`src/rtl/pwm_regmap.sv`:
```
// Register map and shared-timebase PWM generator behind the I2C slave.
// The SCL-domain write strobe is synchronised and edge-detected; addr/data are quasi-static.
module pwm_regmap #(
  parameter int NUM_CH = 4
) (
  input  logic              clk,
  input  logic              rst_n,
  input  logic [7:0]        i2c_addr,
  input  logic [7:0]        i2c_wdata,
  input  logic              i2c_wr_en_wdata,
  output logic [7:0]        rdata,
  output logic [NUM_CH-1:0] pwm_out,
  output logic              period_done
);

  logic       sync1, sync2, sync3;
  logic       wr_stb;
  logic       en;
  logic [7:0] prescale, period, wrap_cnt;
  logic [7:0] presc_cnt, cnt;
  logic [7:0] duty_shadow [NUM_CH];
  logic [7:0] duty_act    [NUM_CH];
  logic       restart, tick, wrap;
  logic [7:0] rd_mux;

  always_ff @(posedge clk or negedge rst_n) begin
    if (!rst_n) begin
      sync1 <= 1'b0;
      sync2 <= 1'b0;
      sync3 <= 1'b0;
    end else begin
      sync1 <= i2c_wr_en_wdata;
      sync2 <= sync1;
      sync3 <= sync2;
    end
  end

  assign wr_stb  = sync2 & ~sync3;
  assign restart = wr_stb && (i2c_addr == 8'h00) && i2c_wdata[1];
  assign tick    = en && (presc_cnt == prescale);
  assign wrap    = tick && (cnt >= period);

  always_ff @(posedge clk or negedge rst_n) begin
    if (!rst_n) begin
      en       <= 1'b0;
      prescale <= '0;
      period   <= '1;
      for (int unsigned n = 0; n < NUM_CH; n++) duty_shadow[n] <= '0;
    end else if (wr_stb) begin
      case (i2c_addr)
        8'h00:   en       <= i2c_wdata[0];
        8'h01:   prescale <= i2c_wdata;
        8'h02:   period   <= i2c_wdata;
        default: ;
      endcase
      for (int unsigned n = 0; n < NUM_CH; n++)
        if (i2c_addr == 8'(16 + n)) duty_shadow[n] <= i2c_wdata;
    end
  end

  // RESTART outranks the wrap so it never counts as a period or pulses period_done.
  always_ff @(posedge clk or negedge rst_n) begin
    if (!rst_n) begin
      presc_cnt   <= '0;
      cnt         <= '0;
      wrap_cnt    <= '0;
      period_done <= 1'b0;
      for (int unsigned n = 0; n < NUM_CH; n++) duty_act[n] <= '0;
    end else begin
      period_done <= 1'b0;
      if (restart || !en) begin
        presc_cnt <= '0;
        cnt       <= '0;
        for (int unsigned n = 0; n < NUM_CH; n++) duty_act[n] <= duty_shadow[n];
      end else if (tick) begin
        presc_cnt <= '0;
        if (wrap) begin
          cnt         <= '0;
          wrap_cnt    <= wrap_cnt + 8'd1;
          period_done <= 1'b1;
          for (int unsigned n = 0; n < NUM_CH; n++) duty_act[n] <= duty_shadow[n];
        end else begin
          cnt <= cnt + 8'd1;
        end
      end else begin
        presc_cnt <= presc_cnt + 8'd1;
      end
    end
  end

  always_ff @(posedge clk or negedge rst_n) begin
    if (!rst_n) begin
      pwm_out <= '0;
    end else begin
      for (int unsigned n = 0; n < NUM_CH; n++)
        pwm_out[n] <= en && (cnt < duty_act[n]);
    end
  end

  always_comb begin
    rd_mux = '0;
    case (i2c_addr)
      8'h00:   rd_mux = {7'b0, en};
      8'h01:   rd_mux = prescale;
      8'h02:   rd_mux = period;
      8'h20:   rd_mux = wrap_cnt;
      8'h21:   rd_mux = cnt;
      default: ;
    endcase
    for (int unsigned n = 0; n < NUM_CH; n++)
      if (i2c_addr == 8'(16 + n)) rd_mux = duty_shadow[n];
  end

  always_ff @(posedge clk or negedge rst_n) begin
    if (!rst_n) rdata <= '0;
    else        rdata <= rd_mux;
  end

endmodule

```
`config.mk`:
```
export PLATFORM = sky130hd
export DESIGN_NAME = pwm_regmap
export DESIGN_NICKNAME = d
export VERILOG_FILES = /design/src/rtl/pwm_regmap.sv
export SDC_FILE = /design/constraint.sdc
export NUM_CORES = 1
export LEC_CHECK = 0
export CORE_MARGIN = 5
export CORE_UTILIZATION = 55
export DETAILED_ROUTE_END_ITERATION = 12
export PLACE_DENSITY = 0.8
export SYNTH_ARGS = -nofsm -noshare
export SYNTH_HDL_FRONTEND = slang
export SYNTH_SLANG_ARGS = --single-unit
```
`constraint.sdc`:
```
create_clock -name clk -period 6.3 [get_ports clk]
set_input_delay 0.945 -clock clk [delete_from_list [all_inputs] [get_ports clk]]
set_output_delay 0.945 -clock clk [all_outputs]
set_load 0.05 [all_outputs]
```
==> results of run 1 <==
cells by family after synthesis:
family,count (synthesis)
flip-flops,121
XOR/XNOR,24
AO/OA/AOI/OAI,118
multiplexers,54
AND/OR/NAND/NOR,138
buffers and inverters,59
adder cells (fa/ha/maj),39
area by class of cell:
type	count	area, um2	share of cell area
Clock buffer	25	484	0.0675
Clock inverter	7	140	0.0195
Inverter	43	161	0.0225
Multi-Input combinational cell	373	2820	0.393
Sequential cell	121	3040	0.424
Tap cell	140	175	0.0244
Timing Repair Buffer	37	353	0.0492
sequential cells by signal (all words and copies together), names as in the netlist, 4 cells and up:
signal	flops
cnt	8
duty_act	32
prescale	8
rdata	8
duty_shadow	32
period	8
presc_cnt	8
wrap_cnt	8
pwm_out	4
worst max-delay path: stages:
cell	delay (ns)
clkdlybuf4s50_1	0.65
nor4_2	0.35
buf_4	0.24
a41oi_1	0.26
o31ai_4	0.12
buf_4	0.50
mux2_2	0.40
metal layers:
layer | vias to the layer above | GRT usage | routed length (um)
li1 | 2064 | - | -
met1 | 2322 | 0.308 | 6160
met2 | 182 | 0.406 | 7640
met3 | 33 | 0.0626 | 1040
met4 | 0 | 0.0908 | 323
met5 | - | 0 | 0
layout by cell type (no fill, tap or decap), types with 11 or more instances in the layout:
cell type | synthesis | layout
nand3_1 | 11 | 11
clkbuf_16 | 0 | 16
inv_1 | 43 | 43
xnor2_1 | 15 | 15
clkdlybuf4s50_1 | 0 | 30
o21ai_0 | 43 | 43
a22o_1 | 11 | 11
nand2_1 | 62 | 62
nor2_1 | 19 | 19
mux2_2 | 53 | 53
ha_1 | 39 | 39
dfrtp_1 | 113 | 113
a21oi_1 | 15 | 15
where the power goes:
group | switching (mW) | internal [mW] | total (mW)
sequential | 0.0119 | 0.795 | 0.807
clock | 0.333 | 0.684 | 1.02
combinational | 0.0617 | 0.0373 | 0.0990
total | 0.407 | 1.52 | 1.92
worst min path at each step:
stage / cells past startpoint / start / end
after global placement: 0 / sync1 / sync2
after global routing: 0 / sync1 / sync2
after floorplan: 0 / sync1 / sync2
after CTS: 0 / sync1 / sync2
final: 0 / sync1 / sync2
after detailed placement: 0 / sync1 / sync2
metrics by stage:
stage	hold slack, ns	worst slack (ns)	util
after global routing	0.367	3.10	0.662
after CTS	0.354	3.27	0.662
after detailed placement	0.341	2.72	0.604
final	0.349	3.19	0.662
after floorplan	0.331	3.72	-
after global placement	0.337	2.80	0.604
==> results summary, run 1 <==
The flow ran to the end, and the final reports show no timing, DRC or antenna violations. The net count after synthesis is 611. The cell depth of the worst flop-to-flop path came out at 7. The final-layout fill cell count came out at 796. In this run the worst hold path is classified as flip-flop to flip-flop.

Max-cap violations in this run came to 0. The share of synthesized flip-flops with an asynchronous set or reset came out at 1.00. The clock net sink count is 121. The ratio of routed vias to standard cells is 6.17.

The slew of the pin with the lowest slew margin is 1.24 ns. The cell sitting at the root of the clock tree is a clkbuf_8. The final antenna diode count came out at 0.

Synthesis produced 553 cells. The count of warnings emitted by yosys came out at 0. The number of iterations in the first detailed-routing pass is 5. The maximum number of pins on one net before global-route repair came out at 76. The number of remaining DRC errors came out at 0. Hold repair after CTS inserted 0 buffers. The residual antenna-violating net count after detailed routing came out at 0. The CTS buffer count is 17. The longest clock path from root to sink contains 2 buffers. After synthesis, the share of cell area in mux cells is 0.100.

In this run, placement finished with an instance count of 714. The worst setup path is of the primary input to flip-flop kind. Dividing total power by cell area gives a power density of 268 nW/um2. Sorting the synthesized cells by how often they occur yields dfrtp_1 (113), nand2_1 (62), mux2_2 (53), inv_1 (43), o21ai_0 (43). The data required time of the worst path came out at 6.70 ns. The area after detailed placement came out at 6550 um2. The number of hold violations in the final report came out at 0. The number of slew-limit violations in the final report is 0. The number of placement rows came out at 38.

The overall power of the completed layout came out at 1.92 mW. The peak ir drop on the vdd network is 0.188 mV. For this run the aggregate overflow at the end of global routing stands at 0. The count of routing violations after the opening detailed-route iteration is 428.

The number of port buffers is 31. In this run the mean area of a mapped cell was 11.0 um2. The region available for standard cell placement spans 10800 um2.

The final critical delay including setup and external delays came out at 3.11 ns. The post-synthesis cell type count came out at 49. The area of the die came out at 13300 um2. The worst setup path is captured at a flip-flop. The number of register bits inferred by synthesis is 121. The analysis attributes to cell leakage a power of 3.13 nW. Setup repair after global routing left no endpoint under its margin. In the final design database the tool counted 651 nets. The initial standard-cell utilization of the core is 0.561.

The sequential fraction of the synthesis area came out at 0.500. The fraction of post-synthesis cell area in the top cell type by area came out at 0.465. For this block, the routed nets add up to 15200 um of wire.

The startpoint class of the critical path is a primary input. The most used flip-flop cell after synthesis is dfrtp_1. The number of post-CTS setup repair buffers came out at 0. The placed wire-length estimate came out at 10300 um. In this run the worst setup path begins at i2c_addr[1]. Of the total synthesized cell area, the portion taken by XOR and XNOR cells is 0.0346.

The most used standard cell by instance count after synthesis is dfrtp_1. The wire length of the first global-routing pass came out at 24700 um. The headroom to the max-slew limit came out at 0.169. The data arrival time of the critical path is 3.52 ns.

Summing every instance area after synthesis gives 6080 um2. The clock transition at the registers of the reported paths came out at 0.06 ns. The number of cells in the finished layout apart from fillers came out at 746. The final estimated routing congestion in global placement came out at 0.950. The detailed-route wire length per cell is 20.3 um. The overall track demand over capacity in global routing is 0.244. The area share of and/or/nand/nor cells after synthesis came out at 0.115. The via count of the first global-routing pass came to 4724. The largest total area in the synthesized netlist belongs to dfrtp_1. CTS built an H-tree with a depth of 4. The number of antenna violations at the first check in global routing came to 0. The number of setup violations in the final report is 0. TritonCTS built the clock tree. The width of the die came out at 115 um. The worst clock skew is 0.0127 ns.

By area the synthesized netlist is led by dfrtp_1 (47%), mux2_2 (9.8%), ha_1 (8.0%). The area added between synthesis and finish came out at 18.0%. The achievable clock frequency came out at 322 MHz. The worst register-to-register path ends at duty_act[24].

In the finished design, the share of the clock period the worst path needs comes to 0.494. The setup TNS is 0 ns. The number of enable-type register cells in the synthesized netlist came out at 0. The number of vias after detailed routing is 4601. Setup slack on the worst reg-to-reg path comes out at 3.35 ns. The worst-skew pair later-pin latency is 0.53 ns.

Of the cells placed in the final design, the portion with a size suffix greater than 1 is 0.177. In this run the worst setup path terminates at duty_act[16]. The y dimension of the die came out at 115 um. The number of gates resized after cts came out at 0. The maximum fanout count along the critical path is 63. In this run the critical register-to-register path is launched from cnt[5]. The final standard cell area without fillers is 7170 um2. The I/O pin count is 32. After synthesis, the largest family of logic cells by area is compound AO/OA/AOI/OAI gates.

The fraction of the mapped netlist area in compound gates came out at 0.132. Of the total synthesized cell area, the portion taken by full adders, half adders and majority gates is 0.0803.
Note: power is estimated with default switching activity, not from simulation.
==> run 2, diff against run 1 <==
Clock period 6.3 ns to 3.17 ns, I/O delays scaled along.
==> results summary, run 2 (synthesized netlist as in run 1, its figures left out) <==
The flow ran to the end, and the final reports show no timing, DRC or antenna violations. The clock period could shrink to 2.68 ns. The overall track demand over capacity in global routing is 0.261 (+0.0166). The setup TNS was 0 ns (unchanged). The initial standard-cell utilization of the core came out at 0.561 (unchanged). The ratio of routed vias to standard cells came out at 6.13 (-0.58%).

The wire length of the first global-routing pass came out at 26200 um (+6.4%). The hold buffer count at CTS is 0 (unchanged). The number of setup violations in the final report came out at 0 (unchanged). The number of post-CTS setup repair buffers came out at 0 (unchanged). The core box area was 10800 um2 (unchanged). The worst setup path is captured at a flip-flop. The width of the die is 115 um (unchanged). The power per standard cell area came out at 520 nW/um2 (+94%). The leakage power came out at 3.20 nW (+2.3%).

The number of vias after detailed routing came out at 4654 (+1.2%). The clock tree from TritonCTS is yes. The detailed-route wire length per cell is 20.9 um (+2.6%). The area of the die came out at 13300 um2 (unchanged). Clock tree synthesis selected as its root buffer the cell clkbuf_8. The area added between synthesis and finish is 19.5%. The headroom to the max-slew limit came to 0.207 (+0.0385). The sum of overflow across all layers after global routing was 0 (unchanged). The delay contributed by the slowest stage of the critical path is 0.54 ns (-0.11 ns). The number of hold violations in the final report was 0 (unchanged).

The cell depth of the worst flop-to-flop path was 8 (+1). Walking the worst path, the cells encountered are inv_1, ha_1, a211oi_1, nand3_1, a21oi_1, o21bai_1, or3_1, a21oi_1. The worst-skew pair later-pin latency is 0.54 ns (about the same). The largest registers in the layout are duty_act (32), duty_shadow (32).

The final wirelength is 15800 um (+4.4%). The number of remaining DRC errors is 0 (unchanged). The number of placement rows is 38 (unchanged). The library cells used most frequently in the layout, excluding fill and tap cells, are dfrtp_1 (113), nand2_1 (62), mux2_2 (53).

The maximum number of pins on one net before global-route repair came out at 59 (-22%). The clock transition at the registers of the reported paths came out at 0.06 ns (about the same). The share of post-route cells with drive strength above 1 came to 0.195 (+0.0189). The CTS buffer count is 17 (unchanged). The y dimension of the die came out at 115 um (unchanged). STA classifies the critical path startpoint as a flip-flop.

The max-capacitance violation count is 0 (unchanged). The largest buffer count on any clock path came out at 2 (unchanged). The peak ir drop on the vdd network came out at 0.385 mV (+100%).

The slew of the pin with the lowest slew margin was 1.18 ns (-0.0573 ns). The placed wire-length estimate is 11400 um (+11%). The startpoint of the worst register-to-register path is period[5]. The number of slew-limit violations in the final report came out at 0 (unchanged). By startpoint and endpoint, the worst setup path is classified as flip-flop to flip-flop.

In this run the critical register-to-register path is captured at cnt[7]. The count of routing violations after the opening detailed-route iteration was 481 (+12%). Setup repair after global routing left no endpoint under its margin. The I/O pin count came out at 32 (unchanged). The number of gates resized after cts is 0 (unchanged). The final antenna diode count is 0 (unchanged).

The post-layout net count is 664 (+2.0%). By instance count, the cell type seen most on the critical path is a21oi_1. The achievable clock frequency is 373 MHz. The slowest stage of the critical path belongs to the cell dfstp_2. The tightest min-delay check is of the primary input to asynchronous set/reset pin type. The most frequent standard cell in the layout excluding fill and tap cells is dfrtp_1. The residual antenna-violating net count after detailed routing is 0 (unchanged). The via count of the first global-routing pass is 5047 (+6.8%). The number of iterations in the first detailed-routing pass is 6 (+1). The worst clock skew came out at 0.00940 ns (-0.00330 ns).

The final cycle utilization of the critical path came out at 0.846. The clock net sink count came out at 121 (unchanged). The data arrival time of the critical path came out at 3.14 ns (-0.38 ns).

The final estimated routing congestion in global placement is 0.941 (-0.93%). The maximum fanout count along the critical path came out at 5 (-92%). The worst setup slack for register-to-register paths was 0.49 ns (-2.86 ns). The number of port buffers came out at 31 (unchanged). The number of antenna violations at the first check in global routing is 0 (unchanged).

The data required time of the worst path was 3.63 ns (-3.07 ns). The number of levels the H-tree was split into is 4 (unchanged). The smallest hold slack is 0.0137 ns (-0.335 ns).
-- run 2: where the power goes --
| part | internal (mW) | leakage, nW | switching, mW |
|---|---|---|---|
| logic | 0.0797 | 1.26 | 0.124 |
| registers | 1.58 | 1.64 | 0.0248 |
| clock network | 1.30 | 0.298 | 0.671 |
| total | 2.96 | 3.20 | 0.819 |
-- run 2: cell type report --
type | count | area [um2]
flip-flops and latches | 121 | 3040
clock buffers | 25 | 494
clock inverters | 7 | 113
repair buffers | 50 | 463
fillers | 814 | 3580
well taps | 140 | 175
inverters | 43 | 161
multi-input cells | 373 | 2820
-- run 2: per-stage QoR --
| stage | util | setup WS, ns | instance area (um2) | power [mW] | instances |
|---|---|---|---|---|---|
| 4_1_cts | 0.670 | 0.516 | 7260 | 3.79 | 759 |
| 2_1_floorplan | - | 0.830 | 6080 | 1.72 | 553 |
| 6_report | 0.670 | 0.487 | 7260 | 3.78 | 759 |
| 3_3_place_gp | 0.614 | 0.441 | 6660 | 1.82 | 727 |
| 3_5_place_dp | 0.614 | 0.350 | 6660 | 1.83 | 727 |
| 5_1_grt | 0.670 | 0.353 | 7260 | 3.89 | 759 |
-- run 2: worst max-delay path by stage --
stage,startpoint,endpoint,depth (start not counted)
floorplan,period[5],duty_act[24],8
global placement,i2c_addr[7],wrap_cnt[1],6
detailed placement,i2c_addr[7],wrap_cnt[1],6
CTS,period[5],cnt[7],8
global route,period[5],cnt[7],8
finish,period[5],cnt[7],8
-- run 2: metal layers --
layer,share of wire,up-vias,track usage
met1,0.40,2346,0.317
li1,-,2093,-
met2,0.52,168,0.450
met3,0.056,47,0.0605
met4,0.026,0,0.0994
met5,0,-,0
-- run 2: worst max-delay path, delay by kind of cell (launching register included) --
family / cells / cell delay, ns
buf+inv: 1 / 0.05
fa+ha+maj: 1 / 0.32
compound gates: 4 / 1.18
flops: 1 / 0.54
simple gates: 2 / 0.52
==> run 3, diff against run 2 <==
Settings changed: CORE_UTILIZATION 55 to 54, PLACE_DENSITY 0.8 to 0.82.
Clock period 3.17 ns to 2.4 ns, I/O delays scaled along.
==> results summary, run 3 (synthesized netlist as in run 1, its figures left out) <==
The leakage power came out at 3.41 nW (+6.6%). STA classifies the critical path endpoint as a flip-flop. The via count of the first global-routing pass came out at 4888 (-3.2%). The initial standard-cell utilization of the core came to 0.556 (-0.00487). The final estimated routing congestion in global placement came to 0.956 (+1.6%). The number of setup violations in the final report is 0 (unchanged).

The data required time of the worst path is 2.70 ns (-0.93 ns). The placed instance count came out at 760 (+4.5%). The number of port buffers is 31 (unchanged).

The y dimension of the die was 116 um (+0.84%). The number of levels the H-tree was split into is 4 (unchanged). TritonCTS built the clock tree.

The maximum fanout count along the critical path came to 12 (+7). The number of iterations in the first detailed-routing pass was 5 (-1). On the critical path, the stage with the largest delay is an instance of dfstp_2. The ratio of routed vias to standard cells came out at 6.05 (-1.3%). The final wirelength came out at 15700 um (-0.67%).

The clock net sink count is 121 (unchanged). The number of remaining DRC errors is 0 (unchanged). The post-layout net count came to 698 (+5.1%). The worst-skew pair later-pin latency is 0.42 ns (-0.12 ns).

The overall track demand over capacity in global routing is 0.255 (-0.00517). The tree is rooted in a clkbuf_16. The area of the die is 13500 um2 (+1.7%). The placed wire-length estimate is 11600 um (+1.7%). The maximum number of pins on one net before global-route repair was 78 (+32%). The CTS buffer count came out at 17 (unchanged).

The I/O pin count is 32 (unchanged). The power per standard cell area is 681 nW/um2 (+31%). Leaving out fill and tap cells, the most frequent cell in the layout is dfrtp_1.

The number of cells in the finished layout apart from fillers is 793 (+4.5%). The startpoint class of the critical path is a flip-flop. The data arrival time of the critical path is 2.60 ns (-0.54 ns). The number of slew-limit violations in the final report came out at 0 (unchanged). The residual antenna-violating net count after detailed routing is 0 (unchanged). The worst setup slack for register-to-register paths came to 0.1 ns (-0.39 ns).

The number of vias after detailed routing is 4799 (+3.1%). The delay contributed by the slowest stage of the critical path was 0.54 ns (about the same). The detailed-route wire length per cell came out at 19.8 um (-4.9%). The overall power of the completed layout came out at 5.19 mW (+37%). The number of hold violations in the final report came out at 0 (unchanged). The number of post-CTS setup repair buffers is 0 (unchanged). The core box area is 10900 um2 (+0.88%).

The number of placement rows is 38 (unchanged). Walking the worst path, the cells encountered are inv_1, ha_1, nand2_1, o21ai_0, a21oi_2, buf_6, o31ai_4, buf_12, mux2_2. The startpoint identified for the worst register-to-register timing path is period[1]. The dominant delay contributor by cell family on the critical path is compound AO/OA/AOI/OAI gates. The area added between synthesis and finish is 25.4%.

In this run the worst hold path is classified as primary input to asynchronous set/reset pin. In the layout the commonest cells are dfrtp_1 (113), nand2_1 (62), mux2_2 (53). The count of routing violations after the opening detailed-route iteration was 507 (+5.4%). The final antenna diode count came to 0 (unchanged). The largest registers in the layout are duty_act (32), duty_shadow (32). The width of the die is 116 um (+0.84%). The wire length of the first global-routing pass came out at 25700 um (-2.0%). The final cycle utilization of the critical path is 0.958 (+0.112). The run finished with clean final reports. The worst clock skew came to 0.00951 ns (+0.000108 ns).

The headroom to the max-slew limit came out at 0.611 (+0.404). The max-capacitance violation count is 0 (unchanged). The largest buffer count on any clock path came out at 2 (unchanged). The clock transition at the registers of the reported paths is 0.05 ns (about the same). The smallest hold slack came to 0.310 ns (+0.296 ns). Tracing the worst setup path back leads to its startpoint at period[1]. The sum of overflow across all layers after global routing was 0 (unchanged). The final critical delay including setup and external delays was 2.30 ns (-0.383 ns). The slew of the pin with the lowest slew margin came to 0.578 ns (-0.601 ns). By startpoint and endpoint, the worst setup path is classified as flip-flop to flip-flop. The count of buffering cells on the critical path with inverters included is 3 (+2). The peak ir drop on the vdd network is 0.639 mV (+66%). The utilization after layout is 0.697 (+0.0270). The share of post-route cells with drive strength above 1 is 0.240 (+0.0450). The achievable clock frequency came to 435 MHz (+17%). The number of antenna violations at the first check in global routing is 0 (unchanged).
-- run 3: timing repair --
item / 4_1_cts / 5_1_grt
endpoints found under the hold margin: 8 / 0
gates resized for setup: 0 / 5
hold buffers: 1 / 0
setup endpoints to repair: 0 / 39
-- run 3: final timing paths --
check	to	depth (start not counted)
worst max-delay path	duty_act[16]	9
worst min-delay path	sync3	2
worst max register to register	duty_act[16]	9
worst min register to register	sync2	0
max in group asynchronous	period[6]	3
min in group clk	sync2	0
-- run 3: layer usage --
metal  vias up  wire, um  GRT usage
met5         -         0          0
met3        49      1180     0.0700
met2       242      7670      0.411
li1       2170         -          -
met1      2338      6390      0.331
met4         0       478     0.0967
-- run 3: area by class of cell --
cell class                      count  area (um2)
Inverter                           43         161
Clock buffer                       25         515
Clock inverter                      7         135
Timing Repair Buffer               84         769
Fill cell                         745        3310
Tap cell                          140         175
Multi-Input combinational cell    373        2830
Sequential cell                   121        3040
-- run 3: stage by stage --
stage	setup TNS [ns]	worst slack (ns)	instance area, um2
after floorplan	0	0.0596	6080
after global placement	-0.146	-0.0642	6940
after detailed placement	-0.534	-0.150	6940
after CTS	0	0.0252	7600
after global routing	-0.176	-0.0323	7620
final	0	0.0997	7620
-- run 3: power breakdown --
part	internal [mW]	total, mW	switching, mW
Sequential	2.09	2.12	0.0322
Combinational	0.124	0.292	0.169
Clock	1.90	2.78	0.880
